### config.mk
export PLATFORM = sky130hd
export DESIGN_NAME = chip_phase_gen
export DESIGN_NICKNAME = d
export VERILOG_FILES = /design/src/rtl/zigbee_cordic_pkg.sv /design/src/rtl/phase_wrap.sv /design/src/rtl/chip_phase_gen.sv
export SDC_FILE = /design/constraint.sdc
export NUM_CORES = 1
export LEC_CHECK = 0
export BUFFER_PORTS_ARGS = -buffer_cell sky130_fd_sc_hd__clkbuf_2
export CAP_MARGIN = 20
export CORE_AREA = 2 2 94 73
export DETAILED_ROUTE_END_ITERATION = 8
export DIE_AREA = 0 0 96 75
export HOLD_SLACK_MARGIN = 0.08
export SYNTH_ARGS = -nofsm -noshare
export SYNTH_HDL_FRONTEND = slang
export SYNTH_SLANG_ARGS = --single-unit
### constraint.sdc
create_clock -name clock -period 3.5 [get_ports clock]
set_input_delay 0.175 -clock clock [delete_from_list [all_inputs] [get_ports clock]]
set_output_delay 0.175 -clock clock [all_outputs]
set_load 0.02 [all_outputs]
### src/rtl/zigbee_cordic_pkg.sv
// Shared angle width, degree constants and phase FSM state type for the
// chip phase generator and the downstream CORDIC rotation stage.
package zigbee_cordic_pkg;

   localparam int ANGLE_W = 16;
   localparam logic [ANGLE_W-1:0] DEG_360 = 16'd360;
   localparam logic [ANGLE_W-1:0] DEG_90  = 16'd90;

   typedef enum logic {
      IDLE,
      RAMP
   } phase_state_t;

endpackage

### src/rtl/phase_wrap.sv
// Combinational one-step phase advance in integer degrees, wrapped into [0,359]
// without a modulo operator. Assumes angle_i is already in range and step_i <= 360.
module phase_wrap
   import zigbee_cordic_pkg::*;
(
   input  logic [ANGLE_W-1:0] angle_i,
   input  logic [ANGLE_W-1:0] step_i,
   input  logic               up_i,
   output logic [ANGLE_W-1:0] angle_o
);

   localparam logic [ANGLE_W:0] DEG_360_W = {1'b0, DEG_360};

   logic [ANGLE_W:0] angle_w;
   logic [ANGLE_W:0] step_w;
   logic [ANGLE_W:0] sum_w;
   logic [ANGLE_W:0] res_w;

   assign angle_w = {1'b0, angle_i};
   assign step_w  = {1'b0, step_i};
   assign sum_w   = angle_w + step_w;

   always_comb begin
      res_w = angle_w;
      if (up_i) begin
         res_w = (sum_w >= DEG_360_W) ? (sum_w - DEG_360_W) : sum_w;
      end else begin
         // Adding 360 before subtracting keeps the down path free of underflow.
         res_w = (angle_w < step_w) ? (angle_w + DEG_360_W - step_w) : (angle_w - step_w);
      end
   end

   assign angle_o = res_w[ANGLE_W-1:0];

endmodule

### src/rtl/chip_phase_gen.sv
// O-QPSK chip stream to MSK phase trajectory: each accepted chip ramps the angle by
// +/-90 deg over SAMPLES_PER_CHIP cycles. Optional macro CHIP_PHASE_UNDERRUN_EN adds o_underrun_cnt.
module chip_phase_gen
   import zigbee_cordic_pkg::*;
#(
   parameter int SAMPLES_PER_CHIP = 9
)(
   input  logic               clock,
   input  logic               reset,
   input  logic               i_chip,
   input  logic               i_chip_valid,
   output logic               o_chip_ready,
   output logic [ANGLE_W-1:0] o_angle,
   output logic               o_angle_valid,
   output logic               o_busy
`ifdef CHIP_PHASE_UNDERRUN_EN
   ,
   output logic [7:0]         o_underrun_cnt
`endif
);

   localparam int STEP_DEG = 90 / SAMPLES_PER_CHIP;
   localparam int CNT_W    = (SAMPLES_PER_CHIP > 1) ? $clog2(SAMPLES_PER_CHIP) : 1;
   localparam logic [CNT_W-1:0]   CNT_LAST = CNT_W'(SAMPLES_PER_CHIP - 1);
   localparam logic [ANGLE_W-1:0] STEP_W   = ANGLE_W'(STEP_DEG);

   phase_state_t       state_q, state_d;
   logic [CNT_W-1:0]   cnt_q, cnt_d;
   logic               up_q, up_d;
   logic               parity_q, parity_d;
   logic               prev_q, prev_d;
   logic [ANGLE_W-1:0] angle_q, angle_d;
   logic               valid_q, valid_d;
   logic [ANGLE_W-1:0] angle_step;
   logic               last_cycle;
   logic               ready;
   logic               xfer;

   phase_wrap u_wrap (
      .angle_i (angle_q),
      .step_i  (STEP_W),
      .up_i    (up_q),
      .angle_o (angle_step)
   );

   assign last_cycle = (cnt_q == CNT_LAST);
   assign xfer       = i_chip_valid & ready;

   always_comb begin
      state_d  = state_q;
      cnt_d    = cnt_q;
      up_d     = up_q;
      parity_d = parity_q;
      prev_d   = prev_q;
      angle_d  = angle_q;
      valid_d  = 1'b0;
      ready    = 1'b0;
      case (state_q)
         IDLE: begin
            ready = 1'b1;
         end
         RAMP: begin
            ready   = last_cycle;
            angle_d = angle_step;
            valid_d = 1'b1;
            cnt_d   = cnt_q + 1'b1;
            if (last_cycle && !i_chip_valid) begin
               state_d = IDLE;
            end
         end
         default: state_d = IDLE;
      endcase
      // A chip taken in IDLE or in the last ramp cycle starts a fresh ramp with no gap.
      if (xfer) begin
         state_d  = RAMP;
         cnt_d    = '0;
         up_d     = i_chip ^ prev_q ^ parity_q;
         parity_d = ~parity_q;
         prev_d   = i_chip;
      end
   end

   always_ff @(posedge clock) begin
      if (reset) begin
         state_q  <= IDLE;
         cnt_q    <= '0;
         up_q     <= 1'b0;
         parity_q <= 1'b0;
         prev_q   <= 1'b0;
         angle_q  <= '0;
         valid_q  <= 1'b0;
      end else begin
         state_q  <= state_d;
         cnt_q    <= cnt_d;
         up_q     <= up_d;
         parity_q <= parity_d;
         prev_q   <= prev_d;
         angle_q  <= angle_d;
         valid_q  <= valid_d;
      end
   end

   assign o_chip_ready  = ready;
   assign o_angle       = angle_q;
   assign o_angle_valid = valid_q;
   assign o_busy        = (state_q == RAMP);

`ifdef CHIP_PHASE_UNDERRUN_EN
   logic [7:0] underrun_q;

   always_ff @(posedge clock) begin
      if (reset) begin
         underrun_q <= '0;
      end else if ((state_q == RAMP) && last_cycle && !i_chip_valid && (underrun_q != 8'hFF)) begin
         underrun_q <= underrun_q + 8'd1;
      end
   end

   assign o_underrun_cnt = underrun_q;
`endif

endmodule

==> results.rst <==
.. list-table::
   :header-rows: 1

   * - Metric
     - Value
   * - Status
     - finished, final reports clean
   * - Library cell with the largest summed area after synthesis
     - dfxtp_1
   * - Share of the synthesized area in the top cell type
     - 0.212
   * - Number of storage elements in the synthesis netlist
     - 24
   * - Die area
     - 7200 um^2
   * - Leakage power figure
     - 0.952 nW
   * - Number of setup buffers added after CTS
     - 0
   * - Final ANT Viol Nets
     - 0
   * - Worst max-slew margin expressed relative to the limit
     - 0.570
   * - Transition time at the pin with the least slew margin
     - 0.644 ns
   * - Number of buffers and inverters on the critical path
     - 0
   * - Number of warnings issued by yosys
     - 0
   * - Post-Synthesis Cell Area
     - 2260 um^2
   * - Max_cap viols
     - 0
   * - Number of flops mapped to enable cells by yosys
     - 0
   * - Top Ports
     - 23
   * - Clock Tree Buf Depth
     - 2
   * - Remaining global-route overflow
     - 0
   * - Initial DRT Pass Iterations
     - 4
   * - Leading post-synthesis cells by instance count
     - 31 x nor2_1, 24 x dfxtp_1, 21 x nand2_1
   * - Total count of hold-check failures in the final report
     - 0
   * - Overall routing resource usage
     - 0.176
   * - Ratio of cells with drive above 1 in the final layout
     - 0.168
   * - Cell internal pwr
     - 1.17 mW
   * - Maximum single-stage delay on the critical path
     - 0.71 ns
   * - Setup WS post-layout
     - 0.486 ns
   * - Effective utilization at floorplan
     - 0.364
   * - Total CTS buffers
     - 3
   * - Type of the worst min-delay path
     - in -> reg
   * - Initial DRC Count
     - 157
   * - Most frequently used cell type in the post-synthesis netlist
     - nor2_1
   * - Primary flip-flop cell chosen by synthesis mapping
     - dfxtp_1
   * - Leading cell types by total area after synthesis
     - dfxtp_1 21%, xor2_1 6.2%, xnor2_1 5.4%
   * - VDD IR max
     - 0.312 mV
   * - Accumulated negative setup slack
     - 0 ns
   * - # setup viols final
     - 0
   * - Cell total after placement
     - 374
   * - Share of the core filled with cells
     - 0.391
   * - Setup crit end kind
     - flip-flop
   * - CTS tree
     - done
   * - Synthesized netlist net count
     - 304
   * - Part of the Yosys area used for sequential elements
     - 0.212
   * - Hpwl dp
     - 4430 um
   * - Family with the most delay on the worst path
     - compound AO/OA/AOI/OAI gates
   * - Global-route wire length before repair
     - 9810 um
   * - Post-Synthesis Mean Instance Area
     - 7.67 um^2
   * - Number of cells produced by synthesis
     - 295
   * - Number of core rows
     - 25
   * - Net switching power
     - 1.24 mW
   * - Number of global-route vias before repair
     - 1914
   * - Critical path class
     - reg -> reg
   * - Number of distinct library cell variants in the gate-level netlist after synthesis
     - 65
   * - Net count of the finished layout
     - 307
   * - Count of clock tree sinks
     - 24
   * - CP Cell Sequence
     - nand4_4, nor2_1, xor2_1, a221oi_4, mux2i_1, o21ai_0, a32o_1
   * - Hold slack
     - 0.119 ns
   * - RSZ-0062 raised after global routing
     - false
   * - Average detailed-routed wire length per instance
     - 15.7 um
   * - Non-filler cells, final
     - 378
   * - Net switching fraction of the power
     - 0.514
   * - Highest fanout seen on the critical path
     - 16
   * - Post-route minimum period
     - 3.01 ns
   * - Diode count
     - 0
   * - Vias after detailed routing
     - 2121
   * - Critical Path RT
     - 3.68 ns
   * - Insertion delay of the later-clocked pin in the worst-skew pair
     - 0.28 ns
   * - Power per standard cell area
     - 992 nW/um^2
   * - Setup skew after layout
     - 0.00320 ns
   * - Clock power frac
     - 0.105
   * - Core box area
     - 6220 um^2
   * - Post-place setup slack
     - 0.620 ns
   * - # resized after CTS
     - 0
   * - Detailed-route DRC error count
     - 0
   * - Detailed-route vias per instance
     - 5.61
   * - Layout filler cell count
     - 645
   * - Cell chosen for the clock root
     - clkbuf_8
   * - Vertical die dimension
     - 75 um
   * - Routability congestion estimate
     - 0.864
   * - Arrival time at the worst endpoint
     - 3.19 ns
   * - Post-synthesis to final-layout area growth
     - 7.57%
   * - Die X
     - 96 um
   * - Port Buf Inserts
     - 21
   * - Maximum number of pins on one net before global-route repair
     - 22
   * - Power share of the sequential group
     - 0.210
   * - Async SR Flop Fraction
     - 0
   * - Initial antenna violation count
     - 0
   * - Library cell contributing the largest single delay on the critical path
     - dfxtp_1
   * - Final period utilization
     - 0.861
   * - Share of power burned in combinational logic
     - 0.684
   * - Total length of routed wires
     - 5920 um
   * - Clock slew seen by the registers of the worst setup and hold paths
     - 0.09 ns
   * - Maximum clock frequency
     - 332 MHz
   * - Worst setup SP type
     - flip-flop
   * - Maximum level of the CTS H-tree
     - 1
   * - Number of hold buffers added after cts
     - 0
   * - Number of pins exceeding their max-slew limit in the final report
     - 0
-- tightest hold or removal path, delay by kind of cell --
family          cells  cell delay, ns
compound gates      1            0.04
simple gates        1            0.07
buf+inv             1            0.08
-- registers in the layout (all words and copies together), names as in the netlist --
name,flops
o_angle_valid,1
up_q,1
o_angle,15
parity_q,1
o_busy,1
prev_q,1
cnt_q,4
-- stage by stage --
step / area (um^2) / power (mW)
after floorplan: 2260 / 1.98
after global placement: 2360 / 2.15
after detailed placement: 2360 / 2.15
after CTS: 2430 / 2.41
after global routing: 2430 / 2.62
final: 2430 / 2.42
-- power groups by stage --
stage | combinational, mW | sequential, mW | clock, mW
2_1_floorplan | 1.52 | 0.467 | 0
3_3_place_gp | 1.64 | 0.512 | 0
3_5_place_dp | 1.64 | 0.511 | 0
4_1_cts | 1.65 | 0.505 | 0.260
5_1_grt | 1.82 | 0.530 | 0.268
6_report | 1.65 | 0.508 | 0.254
-- cell type report --
| class | count | area [um^2] | share of cell area |
|---|---|---|---|
| multi-input cells | 234 | 1600 | 0.658 |
| clock buffers | 3 | 41.3 | 0.0170 |
| clock inverters | 1 | 30.0 | 0.0123 |
| well taps | 81 | 101 | 0.0416 |
| inverters | 8 | 30.0 | 0.0123 |
| repair buffers | 27 | 150 | 0.0617 |
| flip-flops and latches | 24 | 480 | 0.197 |
-- kinds of logic (layout without fill, tap and decap cells) --
logic type / after synthesis / in the layout / share of synthesized area
other cells: 1 / 1 / 0.00166
simple gates: 110 / 110 / 0.263
compound gates: 80 / 80 / 0.264
fa+ha+maj: 6 / 6 / 0.0321
buf+inv: 37 / 39 / 0.0802
flops: 24 / 24 / 0.212
xor+xnor: 30 / 30 / 0.116
mux: 7 / 7 / 0.0315
-- final timing paths --
kind | end | start | depth (start not counted) | slack [ns]
worst min register to register | prev_q | prev_q | 2 | 0.52
worst max register to register | o_angle[15] | o_angle[5] | 7 | 0.49
worst max-delay path | o_angle[15] | o_angle[5] | 7 | 0.49
worst min-delay path | o_busy | i_chip_valid | 3 | 0.12
-- per-layer routing --
metal | part of all wire | GRT usage
met2 | 0.41 | 0.256
met3 | 0.069 | 0.0280
met1 | 0.52 | 0.274
met5 | 0 | 0
met4 | 0.0052 | 0.0286
-- cell usage in the layout, fill, tap and decap left out, types with 5 or more instances in the layout --
cell / n
inv_1: 7
nor2_1: 31
clkbuf_2: 21
and2_1: 5
nor3_1: 11
buf_4: 6
xor2_1: 16
a21oi_1: 17
ha_1: 5
nand2_1: 21
o21ai_0: 17
nor4_1: 7
xnor2_1: 14
dfxtp_1: 24
o22ai_1: 8
or2_2: 5
a31oi_1: 6
mux2i_1: 6
(Power assumes the default switching activity.)
